`config.mk`:
```
export PLATFORM = sky130hd
export DESIGN_NAME = control_seq_flat
export DESIGN_NICKNAME = d
export VERILOG_FILES = /design/src/rtl/cpu_pkg.sv /design/src/rtl/control_seq_if.sv /design/src/rtl/control_decode.sv /design/src/rtl/control_seq.sv /design/src/flat_wrapper.sv
export SDC_FILE = /design/constraint.sdc
export NUM_CORES = 1
export LEC_CHECK = 0
export ABC_AREA = 1
export CORE_ASPECT_RATIO = 1.4
export CORE_MARGIN = 5
export CORE_UTILIZATION = 44
export DETAILED_ROUTE_END_ITERATION = 6
export GPL_TIMING_DRIVEN = 0
export PLACE_DENSITY = 0.76
export SYNTH_ARGS = -nofsm -noshare
export SYNTH_HDL_FRONTEND = slang
export SYNTH_HIERARCHICAL = 1
export SYNTH_SLANG_ARGS = --single-unit
```
`constraint.sdc`:
```
create_clock -name clk -period 2.15 [get_ports clk]
set_clock_uncertainty 0.05 [all_clocks]
set_input_delay 0.43 -clock clk [delete_from_list [all_inputs] [get_ports clk]]
set_output_delay 0.43 -clock clk [all_outputs]
set_load 0.01 [all_outputs]
```
`src/rtl/cpu_pkg.sv`:
```
// rtl/cpu_pkg.sv - shared SM83 control constants, state encoding and register-field mapping
package cpu_pkg;

   // Register file indices; F (index 1) is never the target of an opcode field.
   localparam int REG_A = 0;
   localparam int REG_B = 2;
   localparam int REG_C = 3;
   localparam int REG_D = 4;
   localparam int REG_E = 5;
   localparam int REG_H = 6;
   localparam int REG_L = 7;

   localparam logic [7:0] OP_NOP   = 8'h00;
   localparam logic [7:0] OP_HALT  = 8'h76;
   localparam logic [7:0] OP_JP    = 8'hC3;
   localparam logic [2:0] FIELD_HL = 3'd6;

   typedef enum logic [3:0] {
      ST_RST_PC,
      ST_FETCH,
      ST_DECODE,
      ST_INC,
      ST_IMM,
      ST_MOV,
      ST_JP_LO,
      ST_JP_HI,
      ST_JP_LD,
      ST_HALT
   } state_t;

   typedef enum logic [2:0] {
      CLS_NOP,
      CLS_LDI,
      CLS_MOV,
      CLS_JP,
      CLS_HALT,
      CLS_ILLEGAL
   } op_class_t;

   function automatic logic [2:0] field_to_index(input logic [2:0] field);
      case (field)
         3'd0:    return 3'(REG_B);
         3'd1:    return 3'(REG_C);
         3'd2:    return 3'(REG_D);
         3'd3:    return 3'(REG_E);
         3'd4:    return 3'(REG_H);
         3'd5:    return 3'(REG_L);
         3'd7:    return 3'(REG_A);
         default: return 3'(REG_A);
      endcase
   endfunction

endpackage

```
`src/rtl/control_seq_if.sv`:
```
// rtl/control_seq_if.sv - sequencer bundle: memory handshake, PC strobes, register enables, status
interface control_seq_if #(
   parameter int NUM_REGS = 8
);
   logic [7:0]          data_bus;
   logic                mem_rdy;
   logic [15:0]         addr_out;
   logic                addr_oe;
   logic                pc_oe;
   logic                pc_wr;
   logic                pc_inc_en;
   logic                mem_cs;
   logic                mem_oe;
   logic [NUM_REGS-1:0] reg_wr;
   logic [NUM_REGS-1:0] reg_oe;
   logic [7:0]          opcode_q;
   logic                illegal;
   logic                halted;
   logic                bus_err;

   modport master (
      input  data_bus, mem_rdy,
      output addr_out, addr_oe, pc_oe, pc_wr, pc_inc_en, mem_cs, mem_oe,
      output reg_wr, reg_oe, opcode_q, illegal, halted, bus_err
   );

   modport slave (
      output data_bus, mem_rdy,
      input  addr_out, addr_oe, pc_oe, pc_wr, pc_inc_en, mem_cs, mem_oe,
      input  reg_wr, reg_oe, opcode_q, illegal, halted, bus_err
   );
endinterface

```
`src/rtl/control_decode.sv`:
```
// rtl/control_decode.sv - combinational opcode classifier yielding class and register indices
module control_decode
   import cpu_pkg::*;
(
   input  logic [7:0] opcode,
   output op_class_t  op_class,
   output logic [2:0] dst,
   output logic [2:0] src
);
   logic [2:0] f_dst;
   logic [2:0] f_src;

   assign f_dst = opcode[5:3];
   assign f_src = opcode[2:0];

   always_comb begin
      op_class = CLS_ILLEGAL;
      dst      = field_to_index(f_dst);
      src      = field_to_index(f_src);
      if (opcode == OP_NOP) begin
         op_class = CLS_NOP;
      end else if (opcode == OP_HALT) begin
         op_class = CLS_HALT;
      end else if (opcode == OP_JP) begin
         op_class = CLS_JP;
      end else if (opcode[7:6] == 2'b00 && f_src == FIELD_HL && f_dst != FIELD_HL) begin
         op_class = CLS_LDI;
      end else if (opcode[7:6] == 2'b01 && f_src != FIELD_HL && f_dst != FIELD_HL) begin
         op_class = CLS_MOV;
      end
   end
endmodule

```
`src/rtl/control_seq.sv`:
```
// rtl/control_seq.sv - SM83 instruction sequencer: fetch/decode FSM with memory wait timeout
module control_seq
   import cpu_pkg::*;
#(
   parameter logic [15:0] RESET_VEC = 16'h0000,
   parameter int          NUM_REGS  = 8,
   parameter int          MAX_WAIT  = 15
) (
   input  logic          clk,
   input  logic          rst,
   control_seq_if.master bus
);
   localparam int              WAIT_W     = (MAX_WAIT > 0) ? $clog2(MAX_WAIT + 1) : 1;
   localparam logic [WAIT_W-1:0] WAIT_LIMIT = WAIT_W'(MAX_WAIT);

   if (NUM_REGS < 8) begin : g_bad_num_regs
      $error("control_seq: NUM_REGS must be at least 8");
   end

   state_t            state;
   state_t            state_nxt;
   state_t            ret_state;
   state_t            ret_nxt;
   logic [7:0]        opcode_q;
   logic [7:0]        lo_q;
   logic [7:0]        hi_q;
   logic [WAIT_W-1:0] wait_cnt;
   logic              bus_err_q;
   logic              rd_state;
   logic              timeout;
   op_class_t         op_class;
   logic [2:0]        dst;
   logic [2:0]        src;

   control_decode u_decode (
      .opcode   (opcode_q),
      .op_class (op_class),
      .dst      (dst),
      .src      (src)
   );

   assign rd_state = (state == ST_FETCH) || (state == ST_IMM) ||
                     (state == ST_JP_LO) || (state == ST_JP_HI);
   // Data arriving on the limit cycle still wins over the timeout.
   assign timeout  = rd_state && !bus.mem_rdy && (MAX_WAIT != 0) && (wait_cnt == WAIT_LIMIT);

   always_comb begin
      state_nxt = state;
      ret_nxt   = ret_state;
      case (state)
         ST_RST_PC: state_nxt = ST_FETCH;
         ST_FETCH: begin
            if (bus.mem_rdy)  state_nxt = ST_DECODE;
            else if (timeout) state_nxt = ST_HALT;
         end
         ST_DECODE: begin
            case (op_class)
               CLS_LDI:  begin state_nxt = ST_INC; ret_nxt = ST_IMM;   end
               CLS_MOV:  state_nxt = ST_MOV;
               CLS_JP:   begin state_nxt = ST_INC; ret_nxt = ST_JP_LO; end
               CLS_HALT: state_nxt = ST_HALT;
               default:  begin state_nxt = ST_INC; ret_nxt = ST_FETCH; end
            endcase
         end
         ST_INC: state_nxt = ret_state;
         ST_IMM: begin
            if (bus.mem_rdy) begin
               state_nxt = ST_INC;
               ret_nxt   = ST_FETCH;
            end else if (timeout) begin
               state_nxt = ST_HALT;
            end
         end
         ST_MOV: begin
            state_nxt = ST_INC;
            ret_nxt   = ST_FETCH;
         end
         ST_JP_LO: begin
            if (bus.mem_rdy) begin
               state_nxt = ST_INC;
               ret_nxt   = ST_JP_HI;
            end else if (timeout) begin
               state_nxt = ST_HALT;
            end
         end
         ST_JP_HI: begin
            if (bus.mem_rdy)  state_nxt = ST_JP_LD;
            else if (timeout) state_nxt = ST_HALT;
         end
         ST_JP_LD: state_nxt = ST_FETCH;
         ST_HALT:  state_nxt = ST_HALT;
         default:  state_nxt = ST_RST_PC;
      endcase
   end

   // Outputs come from registered state only, except the IMM write which follows mem_rdy.
   always_comb begin
      bus.addr_out  = '0;
      bus.addr_oe   = 1'b0;
      bus.pc_oe     = 1'b0;
      bus.pc_wr     = 1'b0;
      bus.pc_inc_en = 1'b0;
      bus.mem_cs    = 1'b0;
      bus.mem_oe    = 1'b0;
      bus.reg_wr    = '0;
      bus.reg_oe    = '0;
      bus.illegal   = 1'b0;
      bus.halted    = 1'b0;
      if (!rst) begin
         if (rd_state) begin
            bus.pc_oe  = 1'b1;
            bus.mem_cs = 1'b1;
            bus.mem_oe = 1'b1;
         end
         case (state)
            ST_RST_PC: begin
               bus.addr_out = RESET_VEC;
               bus.addr_oe  = 1'b1;
               bus.pc_wr    = 1'b1;
            end
            ST_DECODE: bus.illegal   = (op_class == CLS_ILLEGAL);
            ST_INC:    bus.pc_inc_en = 1'b1;
            ST_IMM:    bus.reg_wr    = NUM_REGS'(bus.mem_rdy) << dst;
            ST_MOV: begin
               bus.reg_oe = NUM_REGS'(1) << src;
               bus.reg_wr = NUM_REGS'(1) << dst;
            end
            ST_JP_LD: begin
               bus.addr_out = {hi_q, lo_q};
               bus.addr_oe  = 1'b1;
               bus.pc_wr    = 1'b1;
            end
            ST_HALT:  bus.halted = 1'b1;
            default:  ;
         endcase
      end
   end

   assign bus.opcode_q = opcode_q;
   assign bus.bus_err  = bus_err_q;

   always_ff @(posedge clk or posedge rst) begin
      if (rst) begin
         state     <= ST_RST_PC;
         ret_state <= ST_RST_PC;
         opcode_q  <= '0;
         lo_q      <= '0;
         hi_q      <= '0;
         wait_cnt  <= '0;
         bus_err_q <= 1'b0;
      end else begin
         state     <= state_nxt;
         ret_state <= ret_nxt;
         if (state_nxt != state) begin
            wait_cnt <= '0;
         end else if (rd_state) begin
            wait_cnt <= wait_cnt + 1'b1;
         end
         if (bus.mem_rdy) begin
            case (state)
               ST_FETCH: opcode_q <= bus.data_bus;
               ST_JP_LO: lo_q     <= bus.data_bus;
               ST_JP_HI: hi_q     <= bus.data_bus;
               default:  ;
            endcase
         end
         if (timeout) begin
            bus_err_q <= 1'b1;
         end
      end
   end
endmodule

```
`src/flat_wrapper.sv`:
```
// flat-port wrapper written by rule: the top's interface ports become plain ports
module control_seq_flat import cpu_pkg::*;
#(
   parameter logic [15:0] RESET_VEC = 16'h0000,
   parameter int          NUM_REGS  = 8,
   parameter int          MAX_WAIT  = 15
)
  (clk, rst, bus_data_bus, bus_mem_rdy, bus_addr_out, bus_addr_oe, bus_pc_oe, bus_pc_wr, bus_pc_inc_en, bus_mem_cs, bus_mem_oe, bus_reg_wr, bus_reg_oe, bus_opcode_q, bus_illegal, bus_halted, bus_bus_err);
  control_seq_if #(.NUM_REGS(NUM_REGS)) bus_i ();
  input  logic clk;
  input  logic rst;
  input wire logic [$bits(bus_i.data_bus)-1:0] bus_data_bus;
  input wire logic [$bits(bus_i.mem_rdy)-1:0] bus_mem_rdy;
  output wire logic [$bits(bus_i.addr_out)-1:0] bus_addr_out;
  output wire logic [$bits(bus_i.addr_oe)-1:0] bus_addr_oe;
  output wire logic [$bits(bus_i.pc_oe)-1:0] bus_pc_oe;
  output wire logic [$bits(bus_i.pc_wr)-1:0] bus_pc_wr;
  output wire logic [$bits(bus_i.pc_inc_en)-1:0] bus_pc_inc_en;
  output wire logic [$bits(bus_i.mem_cs)-1:0] bus_mem_cs;
  output wire logic [$bits(bus_i.mem_oe)-1:0] bus_mem_oe;
  output wire logic [$bits(bus_i.reg_wr)-1:0] bus_reg_wr;
  output wire logic [$bits(bus_i.reg_oe)-1:0] bus_reg_oe;
  output wire logic [$bits(bus_i.opcode_q)-1:0] bus_opcode_q;
  output wire logic [$bits(bus_i.illegal)-1:0] bus_illegal;
  output wire logic [$bits(bus_i.halted)-1:0] bus_halted;
  output wire logic [$bits(bus_i.bus_err)-1:0] bus_bus_err;
  assign bus_i.data_bus = bus_data_bus;
  assign bus_i.mem_rdy = bus_mem_rdy;
  assign bus_addr_out = bus_i.addr_out;
  assign bus_addr_oe = bus_i.addr_oe;
  assign bus_pc_oe = bus_i.pc_oe;
  assign bus_pc_wr = bus_i.pc_wr;
  assign bus_pc_inc_en = bus_i.pc_inc_en;
  assign bus_mem_cs = bus_i.mem_cs;
  assign bus_mem_oe = bus_i.mem_oe;
  assign bus_reg_wr = bus_i.reg_wr;
  assign bus_reg_oe = bus_i.reg_oe;
  assign bus_opcode_q = bus_i.opcode_q;
  assign bus_illegal = bus_i.illegal;
  assign bus_halted = bus_i.halted;
  assign bus_bus_err = bus_i.bus_err;
  control_seq #(.RESET_VEC(RESET_VEC), .NUM_REGS(NUM_REGS), .MAX_WAIT(MAX_WAIT)) u_core (.clk(clk), .rst(rst), .bus(bus_i));
endmodule
```
Yosys cells after proc, flatten, opt, wreduce, memory -nomap -nowiden

Index checks and enable logic that the tools add are counted.

Bits in registers: 37
Input port bits: 11
Output and inout port bits: 49
Logic and storage cells: 105

$add $sub $neg: 1
Equal/unequal tests: 35
Shift operators: 3
Multiplexer cells: 35
Reductions and logical operators: 24

Operators by type and width:

| cell                  | count |
|---|---|
| $pmux W3 S6           | 2 |
| $mux W16              | 2 |
| $mux W4               | 8 |
| $pmux W4 S8           | 1 |
| $mux W8               | 3 |
| $eq A3 B3 Y1 const B  | 7 |
| $eq A3 B2 Y1 const B  | 6 |
| $eq A4 B3 Y1 const B  | 4 |
| $pmux W4 S4           | 1 |
| $pmux W8 S2           | 1 |
| $shl A1 B3 Y8 const A | 2 |
| $mux W3               | 5 |
| $eq A4 B4 Y1 const B  | 3 |
| $pmux W4 S3           | 1 |
| $mux W1               | 10 |
| $eq A3 B1 Y1 const B  | 3 |
| $eq A4 B2 Y1 const B  | 2 |
| $eq A8 B7 Y1 const B  | 1 |
| $eq A8 B8 Y1 const B  | 1 |
| $logic_not A8 Y1      | 1 |
| $pmux W4 S2           | 1 |
| $shl A1 B3 Y8         | 1 |
| $logic_and A1 B1 Y1   | 6 |
| $logic_not A3 Y1      | 2 |
| 15 further kinds      | 24 |

Longest topological paths before layout

Gate-level depths: netlist of the first run.

Depth in word-level cells: 13
Mapped depth: 14
Depth with buffers taken out: 14

Hierarchy

Netlist of the first run, hierarchy kept.

Modules (own cells, without submodules):

| module         | instances | cells each | area an instance (sq um) |
|---|---|---|---|
| control_seq    | 1         | 283        | 2062.0 |
| control_decode | 1         | 45         | 207.7 |

Worst setup path after synthesis of the first run

OpenSTA, ideal clock, no wires.

Path kind: input to output
Start: input rst
End: output bus_reg_oe[5]
Arrival: 1.841 ns
Path slack: -0.171 ns
Stages: 3
Path through: inv_1 -> nand3_1 -> nor3_1

Cells in the longest elaborated chain, start to end: 1

Ends and longest elaborated chain:

| item            | line               | text |
|---|---|---|
| start, declared | flat_wrapper.sv:11 | `input logic rst;` |
| $mux W8         | control_seq.sv:109 | `if (!rst) begin` |
| end, declared   | flat_wrapper.sv:22 | `output wire logic [$bits(bus_i.reg_oe)-1:0] bus_reg_oe;` |

Every way passes these cells.

Worst setup path in the final report of the first run

Start: register u_core.state[1]
End: output bus_addr_out[5]

Cells in the longest elaborated chain, start to end: 3

Ends and longest elaborated chain:

| item                   | line               | text |
|---|---|---|
| start, declared        | control_seq.sv:20  | `state_t state;` |
| start signal, assigned | control_seq.sv:152 | `state <= state_nxt;` |
| $eq A4 B4 Y1           | control_seq.sv:115 | `case (state)` |
| $mux W16               | control_seq.sv:115 |  |
| $mux W16               | control_seq.sv:109 |  |
| end, declared          | flat_wrapper.sv:14 | `output wire logic [$bits(bus_i.addr_out)-1:0] bus_addr_out;` |

Every way passes these cells.

==> impl_metrics.yaml, run 1 <==
place:
  post_dp_cell_area_sq_mm: 0.00295
  portBuffers: 59
  dp_hpwl_um: 4730
  gp_congestion: 0.891
  dp_cells: 453
power_and_ir_drop:
  internal-power_mw: 2.63
  clkPwrFrac_pct: 12.1
  p_seq_share_pct: 24.5
  p_sw_mw: 2.35
  comb_power_share_pct: 63.5
  p_sw_share_pct: 47.1
  leakagePower_nw: 1.82
  pwr_density_cell_mw_per_mm2: 1320
  peakVddDrop_uv: 1000
clock_tree:
  ctsRootBufferMaster: "clkbuf_8"
  cts_buffer_depth: 2
  clkSlewWorstSetupHoldPaths_ns: 0.08
  clock_sinks: 36
  cts_tree: "done"
  numCtsBuffers: 5
  h-tree-depth: 2
  clock_latency_ns: 0.29
global_routing:
  grtUsageTotal_pct: 22.1
  grt_pass1_vias: 2550
  overflow: 0
  grt_pass1_wl_um: 11700
  antenna_found_initial: 0
  grt_max_degree: 21
routing:
  wire_per_inst_um: 15.5
  route.detailed.drc: 0
  totalWireLength_um: 7820
  via_per_inst: 5.11
  num_vias: 2586
  ant_nets: 0
  dr.pass1.iters: 4
  drt_iter0_drc: 144
finish:
  finish.utilization_pct: 74.2
  final_cell_mix: "nand2_1, inv_1, buf_4"
  drive_above_1_share_pct: 45.5
  nNetsFinal: 451
  final_common_cell: "nand2_1"
  area_growth_pct: 66.1
  antenna_cells: 0
  stdcell_count: 506
  final_area_sq_mm: 0.00377
synth:
  syn_avg_cell_area_sq_um: 6.92
  seq_area_frac_synth_pct: 39.7
  syn-instance-count: 328
  ys_types: 29
  synth_nets: 340
  ys_warn_count: 6
  ys_seq_elements: 36
  syn_area_sq_mm: 0.00227
worst_setup_path:
  path_cells: "buf_6 -> nor4_4 -> nand2_2 -> buf_8 -> buf_6 -> nor2_4 -> buf_6"
  start_kind: "flop"
  worst_setup_path_end_kind: "primary output"
  r2r-end: "u_core/wait_cnt[3]$_DFFE_PP0P_"
  reg2regPathDepth: 15
  required_ns: 1.67
  timing.rr.start: "u_core/bus.opcode_q[4]$_DFFE_PP0P_"
  cp.arrival_ns: 1.73
  critPathSlowestCell: "dfrtp_1"
  max_stage_delay_ns: 0.37
  reg2reg_setup_slack_ns: -0.04
  path_max_fanout: 8
  crit_type: "reg2out"
  cp_common_cell: "buf_6"
flow_run:
  drv_cap: 0
run_status:
  violations: "setup timing"
  outcome: "finished, violations left"
sta:
  relSlewSlack_pct: 35.6
  worst_pin_slew_ns: 0.961
  setup_viol: 19
  hold-worst-slack_ns: 0.393
  timing.fmax_mhz: 452
  drv_slew: 0
  layout_min_cycle_time_ns: 2.21
  rsz0062_at_grt: "true"
  timing.final.ws_setup_ns: -0.0604
  period_share_pct: 103
  finalHoldViolCount: 0
floorplan:
  core_sq_mm: 0.00508
  die_w_um: 70.7
  num_io_pins: 60
  die_h_um: 95.0
  dieArea_sq_mm: 0.00672
  num_rows: 31
  start_util_pct: 44.7
min_path:
  holdCritPathClass: "in2async"
## cells by family (layout without fill, tap and decap cells)
kind of cell / count (synthesis) / in the layout / share of synthesized area (%)
and+or+nand+nor: 184 / 184 / 38.1
buffers and inverters: 66 / 178 / 11.6
AOI/OAI and AO/OA: 36 / 36 / 8.05
DFF: 36 / 36 / 39.7
xor gates and xnor gates: 4 / 4 / 1.54
adders and majority gates: 1 / 1 / 0.551
muxes: 1 / 1 / 0.496
## power by group through the flow
stage | clock network (mW) | logic (mW) | registers [mW]
after floorplan | 0 | 1.44 | 1.17
after global placement | 0 | 1.97 | 1.19
after detailed placement | 0 | 2.02 | 1.19
after CTS | 0.613 | 2.50 | 1.18
after global routing | 0.643 | 3.41 | 1.26
final | 0.602 | 3.16 | 1.22
## worst max path at each step
| stage | start | to | slack [ns] | cells past startpoint |
|---|---|---|---|---|
| final | u_core/state[1]$_DFF_PP0_ | bus_addr_out[5] | -0.06 | 7 |
| after global placement | rst | bus_reg_wr[6] | -1.39 | 5 |
| after global routing | u_core/bus.opcode_q[4]$_DFFE_PP0P_ | u_core/wait_cnt[3]$_DFFE_PP0P_ | -0.15 | 15 |
| after floorplan | u_core/state[1]$_DFF_PP0_ | bus_addr_out[10] | 0.14 | 5 |
| after detailed placement | rst | bus_reg_wr[4] | -1.37 | 5 |
| after CTS | u_core/state[2]$_DFF_PP0_ | bus_addr_out[7] | -0.14 | 7 |
## worst max-delay path, delay by kind of cell, from the launching register on
kind / cells / cell delay, ns
buffers and inverters: 4 / 0.54
and+or+nand+nor: 3 / 0.54
DFF: 1 / 0.37
## synthesized netlist by cell type
| library cell | number | area, sq um |
|---|---|---|
| o21ai_1 | 1 | 5.00 |
| dfrtp_1 | 36 | 901 |
| a21oi_1 | 7 | 35.0 |
| nand3_1 | 25 | 125 |
| nor2_2 | 6 | 37.5 |
| inv_1 | 50 | 188 |
| nand4_1 | 3 | 18.8 |
| nand2_4 | 2 | 22.5 |
| o21bai_1 | 1 | 7.51 |
| mux2_2 | 1 | 11.3 |
| xor2_1 | 3 | 26.3 |
| buf_2 | 3 | 15.0 |
| nand2_1 | 69 | 259 |
| o21ai_0 | 27 | 135 |
| ha_1 | 1 | 12.5 |
| nor3_4 | 1 | 16.3 |
| buf_4 | 3 | 22.5 |
| inv_2 | 8 | 30.0 |
| nor3_1 | 8 | 40.0 |
| nand3b_1 | 1 | 7.51 |
| nor4_1 | 1 | 6.26 |
| nand3_4 | 1 | 17.5 |
| clkbuf_1 | 2 | 7.51 |
| nor2_1 | 50 | 188 |
| xnor2_1 | 1 | 8.76 |
| and2_1 | 1 | 6.26 |
| nand3_2 | 4 | 40.0 |
| nor2_4 | 1 | 11.3 |
| nand2_2 | 11 | 68.8 |
## timing repair
| item | CTS | global route |
|---|---|---|
| hold buffers | 0 | 0 |
| buffers inserted | 27 | 18 |
| setup endpoints to repair | 40 | 42 |
| gates resized for setup | 194 | 96 |
| gates cloned | 2 | 0 |
| pin swaps | 10 | 31 |
## sequential cells by signal, indices dropped and copies added (netlist names)
signal               count
u_core/hi_q              8
u_core/ret_state         3
u_core/bus.bus_err       1
u_core/state             4
u_core/bus.opcode_q      8
u_core/wait_cnt          4
u_core/lo_q              8
## routing by layer
layer	global-route usage, %	wire (um)	vias up
met5	0	0	-
met4	9.25	322	0
met3	5.64	402	26
met2	41.3	4270	82
met1	23.0	2830	1234
li1	-	-	1244
## cell type report
cell class | instances | area, sq um
multi-input combinational | 226 | 1500
inverter | 58 | 239
buffer | 7 | 46.3
sequential | 36 | 911
tap | 66 | 82.6
timing repair buffer | 103 | 875
fill | 339 | 1310
timing repair inverter | 2 | 10.0
clock buffer | 5 | 68.8
clock inverter | 3 | 42.5
## per-stage QoR
stage	setup TNS [ns]	power (mW)	setup slack, ns
after floorplan	0	2.61	0.136
after global placement	-34.85	3.16	-1.39
after detailed placement	-34.75	3.22	-1.37
after CTS	-0.913	4.29	-0.139
after global routing	-2.51	5.31	-0.147
final	-0.722	4.98	-0.0604
Power figures use the tool's default switching activity.
==> run 2: changes to the inputs <==
--- a/config.mk
+++ b/config.mk
@@ -6,12 +6,14 @@
 export NUM_CORES = 1
 export LEC_CHECK = 0
 export ABC_AREA = 1
+export CELL_PAD_IN_SITES_DETAIL_PLACEMENT = 0
+export CELL_PAD_IN_SITES_GLOBAL_PLACEMENT = 1
 export CORE_ASPECT_RATIO = 1.4
 export CORE_MARGIN = 5
-export CORE_UTILIZATION = 44
+export CORE_UTILIZATION = 31
 export DETAILED_ROUTE_END_ITERATION = 6
 export GPL_TIMING_DRIVEN = 0
-export PLACE_DENSITY = 0.76
+export PLACE_DENSITY_LB_ADDON = 0.1
 export SYNTH_ARGS = -nofsm -noshare
 export SYNTH_HDL_FRONTEND = slang
 export SYNTH_HIERARCHICAL = 1
==> run 2 against run 1 <==
The flow now finishes without violations. Via count shrank 7.2%. Final cell count is 3.6% higher. Flip-flop and latch count stayed put. Largest cell class unchanged. Largest power group unchanged. Highest routed layer unchanged.
==> impl_metrics.yaml, run 2 (synthesized netlist as in run 1, its figures left out) <==
run_status:
  outcome: "finished, final reports clean"
clock_tree:
  clock_latency_ns: 0.29
  hold_buffers: 0
  ctsRootBufferMaster: "clkbuf_8"
  cts_buffer_depth: 2
  numCtsBuffers: 5
  h-tree-depth: 2
  cts_tree: "done"
  clock_sinks: 36
  clkSlewWorstSetupHoldPaths_ns: 0.08
sta:
  rsz0062_at_grt: "true"
  layout_min_cycle_time_ns: 2.14
  setup_viol: 0
  finalHoldViolCount: 0
  relSlewSlack_pct: 33.3
  timing.fmax_mhz: 467
  drv_slew: 0
  worst_pin_slew_ns: 0.995
  period_share_pct: 99.7
worst_setup_path:
  reg2reg_setup_slack_ns: 0.10
  start_kind: "flop"
  critPathSlowestCell: "dfrtp_1"
  worst_setup_path_end_kind: "primary output"
  crit_cells: 7
  crit_family: "buffers and inverters"
  r2r-end: "u_core/lo_q[4]$_DFFE_PP0P_"
  timing.rr.start: "u_core/state[0]$_DFF_PP0_"
  critPathCapture: "bus_addr_out[10]"
  max_stage_delay_ns: 0.38
  cp.arrival_ns: 1.66
  path_buf_inv: 4
  cp_common_cell: "buf_6"
  path_max_fanout: 6
  crit_start: "u_core/state[1]$_DFF_PP0_"
  reg2regPathDepth: 7
  path_cells: "buf_6 -> nor4_4 -> buf_4 -> nand2_8 -> clkbuf_16 -> nor2_4 -> buf_6"
  crit_type: "reg2out"
  required_ns: 1.67
routing:
  wire_per_inst_um: 13.7
  ant_nets: 0
  totalWireLength_um: 7190
  drt_iter0_drc: 72
  dr.pass1.iters: 4
  route.detailed.drc: 0
  num_vias: 2401
  via_per_inst: 4.58
finish:
  largestRegisters: "u_core/bus.opcode_q: 8 flops, u_core/hi_q: 8 flops, u_core/lo_q: 8 flops"
  final_common_cell: "nand2_1"
  area_growth_pct: 55.2
  fillers: 790
  nNetsFinal: 438
  stdcell_count: 524
  antenna_cells: 0
  final_cell_mix: "nand2_1, inv_1, nor2_1"
  drive_above_1_share_pct: 40.0
global_routing:
  antenna_found_initial: 0
  grt_pass1_vias: 2473
  grt_pass1_wl_um: 11800
  grtUsageTotal_pct: 16.7
  grt_max_degree: 21
  overflow: 0
place:
  portBuffers: 59
  gp_congestion: 0.829
  dp_hpwl_um: 4940
  dp_cells: 484
power_and_ir_drop:
  p_sw_share_pct: 47.1
  power.total_mw: 4.45
  internal-power_mw: 2.35
  comb_power_share_pct: 62.7
  p_sw_mw: 2.10
  peakVddDrop_uv: 604
  clkPwrFrac_pct: 11.2
  pwr_density_cell_mw_per_mm2: 1260
  p_seq_share_pct: 26.1
  leakagePower_nw: 1.71
min_path:
  holdCritPathClass: "in2async"
floorplan:
  dieArea_sq_mm: 0.00916
  start_util_pct: 31.2
  die_w_um: 82.3
  num_rows: 37
  core_sq_mm: 0.00727
  num_io_pins: 60
  die_h_um: 111
flow_run:
  drv_cap: 0
==> run 2: per-stage QoR <==
| stage | cell area, sq um | hold WS (ns) | utilization, % | worst slack (ns) | setup TNS (ns) |
|---|---|---|---|---|---|
| floorplan | 2280 | 0.351 | - | 0.136 | 0 |
| global placement | 2990 | 0.397 | 41.2 | -1.45 | -38.71 |
| detailed placement | 2990 | 0.407 | 41.2 | -1.48 | -39.18 |
| CTS | 3240 | 0.427 | 44.5 | -0.0119 | -0.0187 |
| global route | 3520 | 0.301 | 48.5 | -0.134 | -1.87 |
| finish | 3520 | 0.253 | 48.5 | 0.00644 | 0 |
==> run 2: area by class of cell <==
cell class / count / area, sq um / area share (%)
Tap cell: 97 / 121 / 3.45
Timing Repair Buffer: 89 / 728 / 20.7
Clock inverter: 2 / 16.3 / 0.462
Buffer: 8 / 61.3 / 1.74
Multi-Input combinational cell: 226 / 1370 / 38.8
Inverter: 58 / 234 / 6.64
Sequential cell: 36 / 912 / 25.9
Clock buffer: 6 / 72.6 / 2.06
Timing Repair inverter: 2 / 10.0 / 0.284
==> run 2: power groups by stage <==
stage | clock network [mW] | registers, mW | logic, mW
floorplan | 0 | 1.17 | 1.44
detailed placement | 0 | 1.21 | 2.05
global route | 0.552 | 1.21 | 3.12
global placement | 0 | 1.21 | 2.04
CTS | 0.523 | 1.18 | 2.42
finish | 0.499 | 1.16 | 2.79
==> run 2: worst min path at each step <==
stage | from | endpoint | cells past startpoint
after detailed placement | u_core/bus.bus_err$_DFFE_PP0P_ | u_core/bus.bus_err$_DFFE_PP0P_ | 2
after global routing | rst | u_core/lo_q[7]$_DFFE_PP0P_ | 2
after CTS | u_core/bus.bus_err$_DFFE_PP0P_ | u_core/bus.bus_err$_DFFE_PP0P_ | 2
final | rst | u_core/lo_q[7]$_DFFE_PP0P_ | 2
after global placement | u_core/bus.bus_err$_DFFE_PP0P_ | u_core/bus.bus_err$_DFFE_PP0P_ | 2
after floorplan | rst | u_core/bus.bus_err$_DFFE_PP0P_ | 1
==> run 2: per-layer routing <==
layer  track usage [%]  wire length (um)  vias to the layer above
met3              3.33               336                        8
met2              30.2              3990                       47
li1                  -                 -                     1215
met4              4.99               136                        0
met1              18.8              2720                     1131
met5                 0                 0                        -
==> run 2: timing repair <==
item / in CTS / in global routing
setup endpoints to repair: 44 / 42
buffers inserted: 17 / 12
gates resized for setup: 178 / 72
pin swaps: 7 / 18
gates cloned: 2 / 1
